$ cat src/rtl/pe_ctrl_pkg.sv
// Shared types and defaults for the PE sequencer.
// State encoding and parameter defaults live here so controllers and benches agree.
package pe_ctrl_pkg;

  localparam int DATA_W_DEF = 16;
  localparam int LEN_W_DEF  = 8;
  localparam int PE_LAT_DEF = 1;

  typedef enum logic [2:0] {
    ST_IDLE  = 3'd0,
    ST_CLEAR = 3'd1,
    ST_RUN   = 3'd2,
    ST_DRAIN = 3'd3,
    ST_DONE  = 3'd4
  } state_e;

endpackage

$ cat src/rtl/pe_seq_ctrl.sv
// Sequencer feeding one MAC PE: clears it, streams a dot-product job through it,
// waits out the PE latency and hands the final psum out on a valid/ready port.
module pe_seq_ctrl
  import pe_ctrl_pkg::*;
#(
  parameter int DATA_W = DATA_W_DEF,
  parameter int LEN_W  = LEN_W_DEF,
  parameter int PE_LAT = PE_LAT_DEF
) (
  input  logic              clk,
  input  logic              rst,
  input  logic              start,
  input  logic [LEN_W-1:0]  vec_len,
  output logic              busy,
  input  logic              in_valid,
  output logic              in_ready,
  input  logic [DATA_W-1:0] in_ifmap,
  input  logic [DATA_W-1:0] in_filter,
  output logic              pe_rst,
  output logic              pe_en,
  output logic [DATA_W-1:0] pe_ifmap,
  output logic [DATA_W-1:0] pe_filter,
  input  logic [DATA_W-1:0] pe_psum,
  output logic              out_valid,
  input  logic              out_ready,
  output logic [DATA_W-1:0] out_psum,
  output state_e            dbg_state
);

  localparam logic [2:0] DRAIN_LAST = 3'(PE_LAT - 1);

  state_e           state;
  logic [LEN_W-1:0] len;
  logic [LEN_W-1:0] count;
  logic [2:0]       drain_cnt;
  logic             handshake;

  // Both ports are plain valid/ready: a transfer happens on any clock edge where
  // valid and ready are both high; valid never waits on ready, and in_ready /
  // out_valid are registered so they depend only on state.
  assign handshake = in_valid & in_ready;

  assign busy      = (state != ST_IDLE);
  assign pe_rst    = rst | (state == ST_CLEAR);
  assign pe_en     = handshake;
  assign pe_ifmap  = in_ifmap;
  assign pe_filter = in_filter;
  assign dbg_state = state;

  always_ff @(posedge clk) begin
    if (rst) begin
      state     <= ST_IDLE;
      len       <= '0;
      count     <= '0;
      drain_cnt <= '0;
      out_psum  <= '0;
      out_valid <= 1'b0;
      in_ready  <= 1'b0;
    end else begin
      case (state)
        ST_IDLE: begin
          if (start) begin
            len   <= vec_len;
            count <= '0;
            state <= ST_CLEAR;
          end
        end

        ST_CLEAR: begin
          drain_cnt <= '0;
          if (len != '0) begin
            state    <= ST_RUN;
            in_ready <= 1'b1;
          end else begin
            state <= ST_DRAIN;
          end
        end

        ST_RUN: begin
          if (handshake) begin
            count <= count + 1'b1;
            if (count == len - 1'b1) begin
              state     <= ST_DRAIN;
              in_ready  <= 1'b0;
              drain_cnt <= '0;
            end
          end
        end

        // The PE output trails the last en cycle by PE_LAT clocks.
        ST_DRAIN: begin
          if (drain_cnt == DRAIN_LAST) begin
            out_psum  <= pe_psum;
            out_valid <= 1'b1;
            state     <= ST_DONE;
          end else begin
            drain_cnt <= drain_cnt + 3'd1;
          end
        end

        ST_DONE: begin
          if (out_ready) begin
            out_valid <= 1'b0;
            state     <= ST_IDLE;
          end
        end

        default: begin
          state     <= ST_IDLE;
          in_ready  <= 1'b0;
          out_valid <= 1'b0;
        end
      endcase
    end
  end

endmodule
$ cat config.mk
export PLATFORM = sky130hd
export DESIGN_NAME = pe_seq_ctrl
export DESIGN_NICKNAME = d
export VERILOG_FILES = /design/src/rtl/pe_ctrl_pkg.sv /design/src/rtl/pe_seq_ctrl.sv
export SDC_FILE = /design/constraint.sdc
export NUM_CORES = 1
export LEC_CHECK = 0
export ABC_AREA = 1
export CORE_MARGIN = 4
export CORE_UTILIZATION = 43
export CTS_CLUSTER_DIAMETER = 120
export DETAILED_ROUTE_END_ITERATION = 6
export PLACE_DENSITY_LB_ADDON = 0.25
export SETUP_SLACK_MARGIN = 0.3
export SLEW_MARGIN = 5
export SYNTH_ARGS = -nofsm -noshare
export SYNTH_HDL_FRONTEND = slang
export SYNTH_SLANG_ARGS = --single-unit
$ cat constraint.sdc
create_clock -name clk -period 4.6 [get_ports clk]
set_clock_uncertainty 0.05 [all_clocks]
set_input_delay 0.92 -clock clk [delete_from_list [all_inputs] [get_ports clk]]
set_output_delay 0.92 -clock clk [all_outputs]
set_load 0.02 [all_outputs]
==> flow_summary.json, run 1 <==
{
  "regArea_um2": 801,
  "layout-drive-gt1-share_pct": 8.63,
  "viasPerCell": 4.79,
  "cts_tree": "built",
  "relSlewSlack_pct": 73.0,
  "rsz0062_at_grt": "false",
  "cts_resized": 0,
  "hold_viol": 0,
  "yosysWarnings": 0,
  "grt_max_degree": 30,
  "status": "finished, final reports clean",
  "preCtsSetupSlack_ns": 1.23,
  "crit_type": "input pin to output port",
  "synth.area.top_cells": "dfxtp_1 36%, buf_4 11%, nor2_1 9.1%",
  "p_int_uw": 748,
  "use_met2_pct": 25.0,
  "layout_common_cells": "54 x nor2_1, 52 x clkdlybuf4s50_1, 46 x nand2_1",
  "min_path_type": "flip-flop to flip-flop",
  "syn2layout_area_growth_pct": 20.3,
  "worst-r2r-setup-slack_ns": 2.57,
  "dp_hpwl_um": 3490,
  "ir_worst_vdd_uv": 208,
  "die_area_um2": 6410,
  "reg2reg_from": "dbg_state[0]",
  "reg2regPathDepth": 8,
  "postCtsHoldBufs": 0,
  "drt_pass1_iterations": 4,
  "cts_made_buffers": 5,
  "yosysTopAreaCell": "dfxtp_1",
  "worstPathRequired_ns": 3.63,
  "place.gp.congestion": 0.771,
  "clock_path_buffers": 2,
  "grt_pass1_wl_um": 8090,
  "p_sw_uw": 444,
  "cts_setup_buffers": 0,
  "crit_slowest_cell": "clkdlybuf4s50_1",
  "worst-slew-pin-transition_ns": 0.405,
  "rows": 25,
  "fin_tns_setup_ns": 0,
  "whs_path_depth": 2,
  "multi_input_area_um2": 1040,
  "dr.first_iter.drc_count": 165,
  "fillCellCount": 492,
  "yosysTopAreaCellShare_pct": 35.8,
  "cap_violations": 0,
  "synth_area_um2": 2230,
  "syn_nets": 381,
  "syn_inst": 315,
  "pwr-share-comb_pct": 38.6,
  "seq_area_frac_synth_pct": 35.8,
  "clkPwrFrac_pct": 25.0,
  "final.setup.worst_slack_ns": 1.24,
  "worstSetupEndpointType": "output port",
  "cp.arrival_ns": 2.39,
  "sequentialPowerShare_pct": 36.4,
  "min_to": "out_valid",
  "crit_chain": "clkdlybuf4s50_1, inv_1, o21ai_0, clkdlybuf4s50_1",
  "place.port_buffers": 52,
  "swShare_pct": 37.2,
  "critical_path.max_stage_delay_ns": 0.67,
  "root_buffer": "clkbuf_8",
  "die_w_um": 80.1,
  "design.core.area_um2": 4880,
  "p_per_area_nw_per_um2": 443,
  "start_util_pct": 45.8,
  "grt_pass1_vias": 1792,
  "synth_seq_cells": 40,
  "clock-sinks": 40,
  "drv_slew": 0,
  "crit_path_max_fanout": 9,
  "ant_nets": 0,
  "fmax_ghz": 0.297,
  "grtUsageTotal_pct": 15.9,
  "wl_um": 4720,
  "grt_overflow": 0,
  "avgSynthCellArea_um2": 7.09,
  "insertion_delay_ns": 0.30,
  "htree_levels": 2,
  "busiest_layer": "met2",
  "cp-startpoint": "rst",
  "grt_use_met3_pct": 7.40,
  "drc": 0,
  "ios": 117,
  "die_h_um": 80.1,
  "cp_common_cell": "clkdlybuf4s50_1",
  "antenna_found_initial": 0,
  "cts.clk_slew.worst_paths_ns": 0.09,
  "ys_types": 35,
  "min_period_ns": 3.36,
  "vias": 1932,
  "min-delay-start": "out_valid",
  "fin_nets": 401,
  "final_common_cell": "nor2_1",
  "setup_viol": 0,
  "p_leak_nw": 1.11,
  "diodes": 0,
  "cp-start-kind": "input pin",
  "r2r-end": "count[7]",
  "fin_crit_sh_pct": 73.1,
  "use_met1_pct": 19.4,
  "final_core_util_pct": 55.1,
  "wire_per_inst_um": 11.7
}
[synth_stat cells]
| cell type | instances |
|---|---|
| nor2_1 | 54 |
| nand2_1 | 46 |
| dfxtp_1 | 40 |
| buf_4 | 32 |
| inv_1 | 29 |
| o21ai_0 | 26 |
| nand3_1 | 19 |
| a21oi_1 | 18 |
| clkbuf_1 | 5 |
| ha_1 | 5 |
| nand2_2 | 5 |
| nor2_2 | 3 |
| nor3_1 | 3 |
| xnor2_1 | 3 |
| xor2_1 | 3 |
| buf_2 | 2 |
| nand2_4 | 2 |
| nor3_2 | 2 |
| o21ai_1 | 2 |
| a21oi_2 | 1 |
| and3_1 | 1 |
| buf_1 | 1 |
| clkinv_1 | 1 |
| inv_2 | 1 |
| inv_4 | 1 |
| nand3_2 | 1 |
| nand4_2 | 1 |
| nor2_4 | 1 |
| nor3_4 | 1 |
| nor3b_1 | 1 |
| nor3b_2 | 1 |
| nor4_1 | 1 |
| o21a_1 | 1 |
| o31ai_1 | 1 |
| or3b_1 | 1 |
[worst max-delay path by stage]
stage / endpoint / slack, ns / cells after the start
detailed placement: pe_rst / 1.23 / 4
CTS: pe_rst / 1.24 / 4
finish: pe_rst / 1.24 / 4
global placement: pe_rst / 1.26 / 4
global route: pe_rst / 1.15 / 4
floorplan: pe_rst / 1.96 / 4
[metal layers]
layer | vias up | part of all wire (%)
met2 | 63 | 45
met3 | 13 | 9.6
met1 | 845 | 44
li1 | 1011 | -
met4 | 0 | 1.4
met5 | - | 0
[logic make-up after synthesis]
group / after synthesis / share of synthesized area [%]
AO/OA/AOI/OAI: 49 / 11.4
XOR/XNOR: 6 / 2.35
adder cells (fa/ha/maj): 5 / 2.80
buffers and inverters: 72 / 17.7
flip-flops: 40 / 35.8
AND/OR/NAND/NOR: 143 / 30.0
[registers in the layout, indices dropped and copies added, names as in the netlist]
signal and cells:
in_ready 1, len 8, count 8, out_psum 16
drain_cnt 3, dbg_state 3, out_valid 1
[worst max-delay path: cells and delay by family]
kind | cells | cell delay (ns)
compound gates | 1 | 0.08
buf+inv | 3 | 1.39
[power by group through the flow]
stage,clock (mW),combinational (mW),sequential (mW)
2_1_floorplan,0,0.321,0.470
3_3_place_gp,0,0.461,0.441
3_5_place_dp,0,0.460,0.441
4_1_cts,0.303,0.463,0.434
5_1_grt,0.321,0.521,0.441
6_report,0.298,0.460,0.434
[layout make-up]
cell class,instances,share of cell area (%)
Multi-Input combinational cell,203,38.6
Tap cell,67,3.12
Clock buffer,5,2.56
Inverter,32,4.56
Clock inverter,3,1.72
Sequential cell,40,29.8
Timing Repair Buffer,53,19.6
[metrics by stage]
| step | hold slack, ns | cell area, µm² | instances | total power [mW] |
|---|---|---|---|---|
| finish | 0.427 | 2690 | 403 | 1.19 |
| global route | 0.450 | 2690 | 403 | 1.28 |
| global placement | 0.412 | 2570 | 395 | 0.902 |
| floorplan | 0.407 | 2230 | 315 | 0.792 |
| detailed placement | 0.416 | 2570 | 395 | 0.901 |
| CTS | 0.429 | 2690 | 403 | 1.20 |
(Power assumes the default switching activity.)
==> inputs of run 2 (changes only) <==
Settings changed: CORE_UTILIZATION 43 to 40.
Clock period 4.6 ns to 3.2 ns, I/O delays scaled along.
==> run 2 against run 1 <==
  * First-iteration DRC count shrank 62%
  * Hold slack gained 0.0055 ns
  * Combinational power grew 47%
  * Count of clock-buffer cells in the layout grew 1
  * Cell count grew 1.2%
  * Register-to-register slack lost 1.2 ns
  * Sequential power grew 44%
  * Die area grew 6.7%
  * Sequential cell count is the same
  * Largest cell class unchanged
==> flow_summary.json, run 2 (synthesis gave the netlist of run 1 again) <==
{
  "status": "finished, final reports clean",
  "top_regs": "out_psum x16, count x8, len x8",
  "min_period_ns": 2.56,
  "rsz0062_at_grt": "false",
  "viasPerCell": 4.77,
  "cts.clk_slew.worst_paths_ns": 0.08,
  "cap_violations": 0,
  "drt_pass1_iterations": 4,
  "layout_common_cells": "54 x nor2_1, 52 x clkdlybuf4s50_1, 46 x nand2_1",
  "syn2layout_area_growth_pct": 21.4,
  "design.core.area_um2": 5270,
  "cp.arrival_ns": 1.87,
  "grt_overflow": 0,
  "wl_um": 4970,
  "worst-slew-pin-transition_ns": 0.349,
  "worstSetupEndpointType": "output port",
  "crit_path_max_fanout": 3,
  "grt_pass1_vias": 1886,
  "clock-sinks": 40,
  "clkPwrFrac_pct": 25.1,
  "relSlewSlack_pct": 76.7,
  "die_h_um": 82.7,
  "fin_crit_sh_pct": 80.0,
  "htree_levels": 2,
  "fin_tns_setup_ns": 0,
  "min_path_type": "flip-flop to flip-flop",
  "dr.first_iter.drc_count": 63,
  "clock_path_buffers": 2,
  "cts_tree": "built",
  "pwr-share-comb_pct": 38.8,
  "fmax_ghz": 0.391,
  "diodes": 0,
  "p_int_mw": 1.10,
  "p_sw_uw": 637,
  "fin_nets": 403,
  "postCtsHoldBufs": 0,
  "p_leak_nw": 1.13,
  "hold_viol": 0,
  "insertion_delay_ns": 0.29,
  "rows": 26,
  "cts_setup_buffers": 0,
  "place.port_buffers": 52,
  "top_register": "out_psum",
  "final_common_cell": "nor2_1",
  "grt_max_degree": 30,
  "sequentialPowerShare_pct": 36.0,
  "cts_made_buffers": 5,
  "final_cell_count_no_fill": 408,
  "grt_pass1_wl_um": 8310,
  "ant_nets": 0,
  "drc": 0,
  "worstPathRequired_ns": 2.51,
  "crit_type": "input pin to output port",
  "p_per_area_nw_per_um2": 640,
  "swShare_pct": 36.6,
  "die_w_um": 82.7,
  "root_buffer": "clkbuf_8",
  "dp_hpwl_um": 3720,
  "start_util_pct": 42.4,
  "ir_worst_vdd_uv": 290,
  "cts_resized": 0,
  "drv_slew": 0,
  "wire_per_inst_um": 12.2,
  "grtUsageTotal_pct": 15.7,
  "final_core_util_pct": 51.5,
  "placedCellCount": 400,
  "layout-drive-gt1-share_pct": 9.17,
  "place.gp.congestion": 0.819,
  "largest_reg_flops": 16,
  "die_area_um2": 6850,
  "cp-start-kind": "input pin",
  "total_power_mw": 1.74,
  "vias": 1946,
  "setup_viol": 0,
  "ios": 117,
  "antenna_found_initial": 0
}
[run 2: cell types whose count changed in the layout (fill, tap and decap cells not counted)]
cell and change:
clkinvlp_4 -1, inv_6 -1, buf_4 +2, clkbuf_8 +1, clkinv_4 +1
[run 2: per-stage QoR]
step                cell area (µm²)  setup slack [ns]  hold slack, ns
global placement               2590             0.668           0.411
detailed placement             2590             0.636           0.419
finish                         2710             0.641           0.433
floorplan                      2230              1.12           0.407
CTS                            2710             0.630           0.440
global route                   2710             0.584           0.458
[run 2: path summary, 6_finish.rpt]
path / start / endpoint / slack [ns] / cells past startpoint
max: in_valid / pe_en / 0.64 / 4
min: out_psum[2] / out_psum[2] / 0.43 / 2
max reg2reg: len[0] / drain_cnt[1] / 1.33 / 12
min reg2reg: out_psum[2] / out_psum[2] / 0.43 / 2
[run 2: final cells by class]
| type | count | area (µm²) |
|---|---|---|
| clock buffers | 6 | 82.6 |
| clock inverters | 2 | 38.8 |
| fillers | 558 | 2560 |
| inverters | 32 | 123 |
| multi-input cells | 203 | 1040 |
| flip-flops and latches | 40 | 801 |
| well taps | 70 | 87.6 |
| repair buffers | 55 | 543 |
[run 2: critical path, stage by stage]
cell             delay, ns
clkdlybuf4s50_1       0.45
nand2_1               0.05
inv_1                 0.11
clkdlybuf4s50_1       0.62
[run 2: power groups by stage]
| stage | Combinational, mW | Sequential [mW] | Clock [mW] |
|---|---|---|---|
| finish | 0.675 | 0.626 | 0.437 |
| global route | 0.755 | 0.638 | 0.471 |
| CTS | 0.681 | 0.627 | 0.452 |
| detailed placement | 0.677 | 0.637 | 0 |
| global placement | 0.669 | 0.636 | 0 |
| floorplan | 0.462 | 0.676 | 0 |
[run 2: per-layer routing]
metal  track usage (%)  wire length, µm  up-vias
li1                  -                -     1015
met1              18.1             2260      861
met2              26.5             2240       45
met3              4.12              333       25
met4              8.17              131        0
met5                 0                0        -
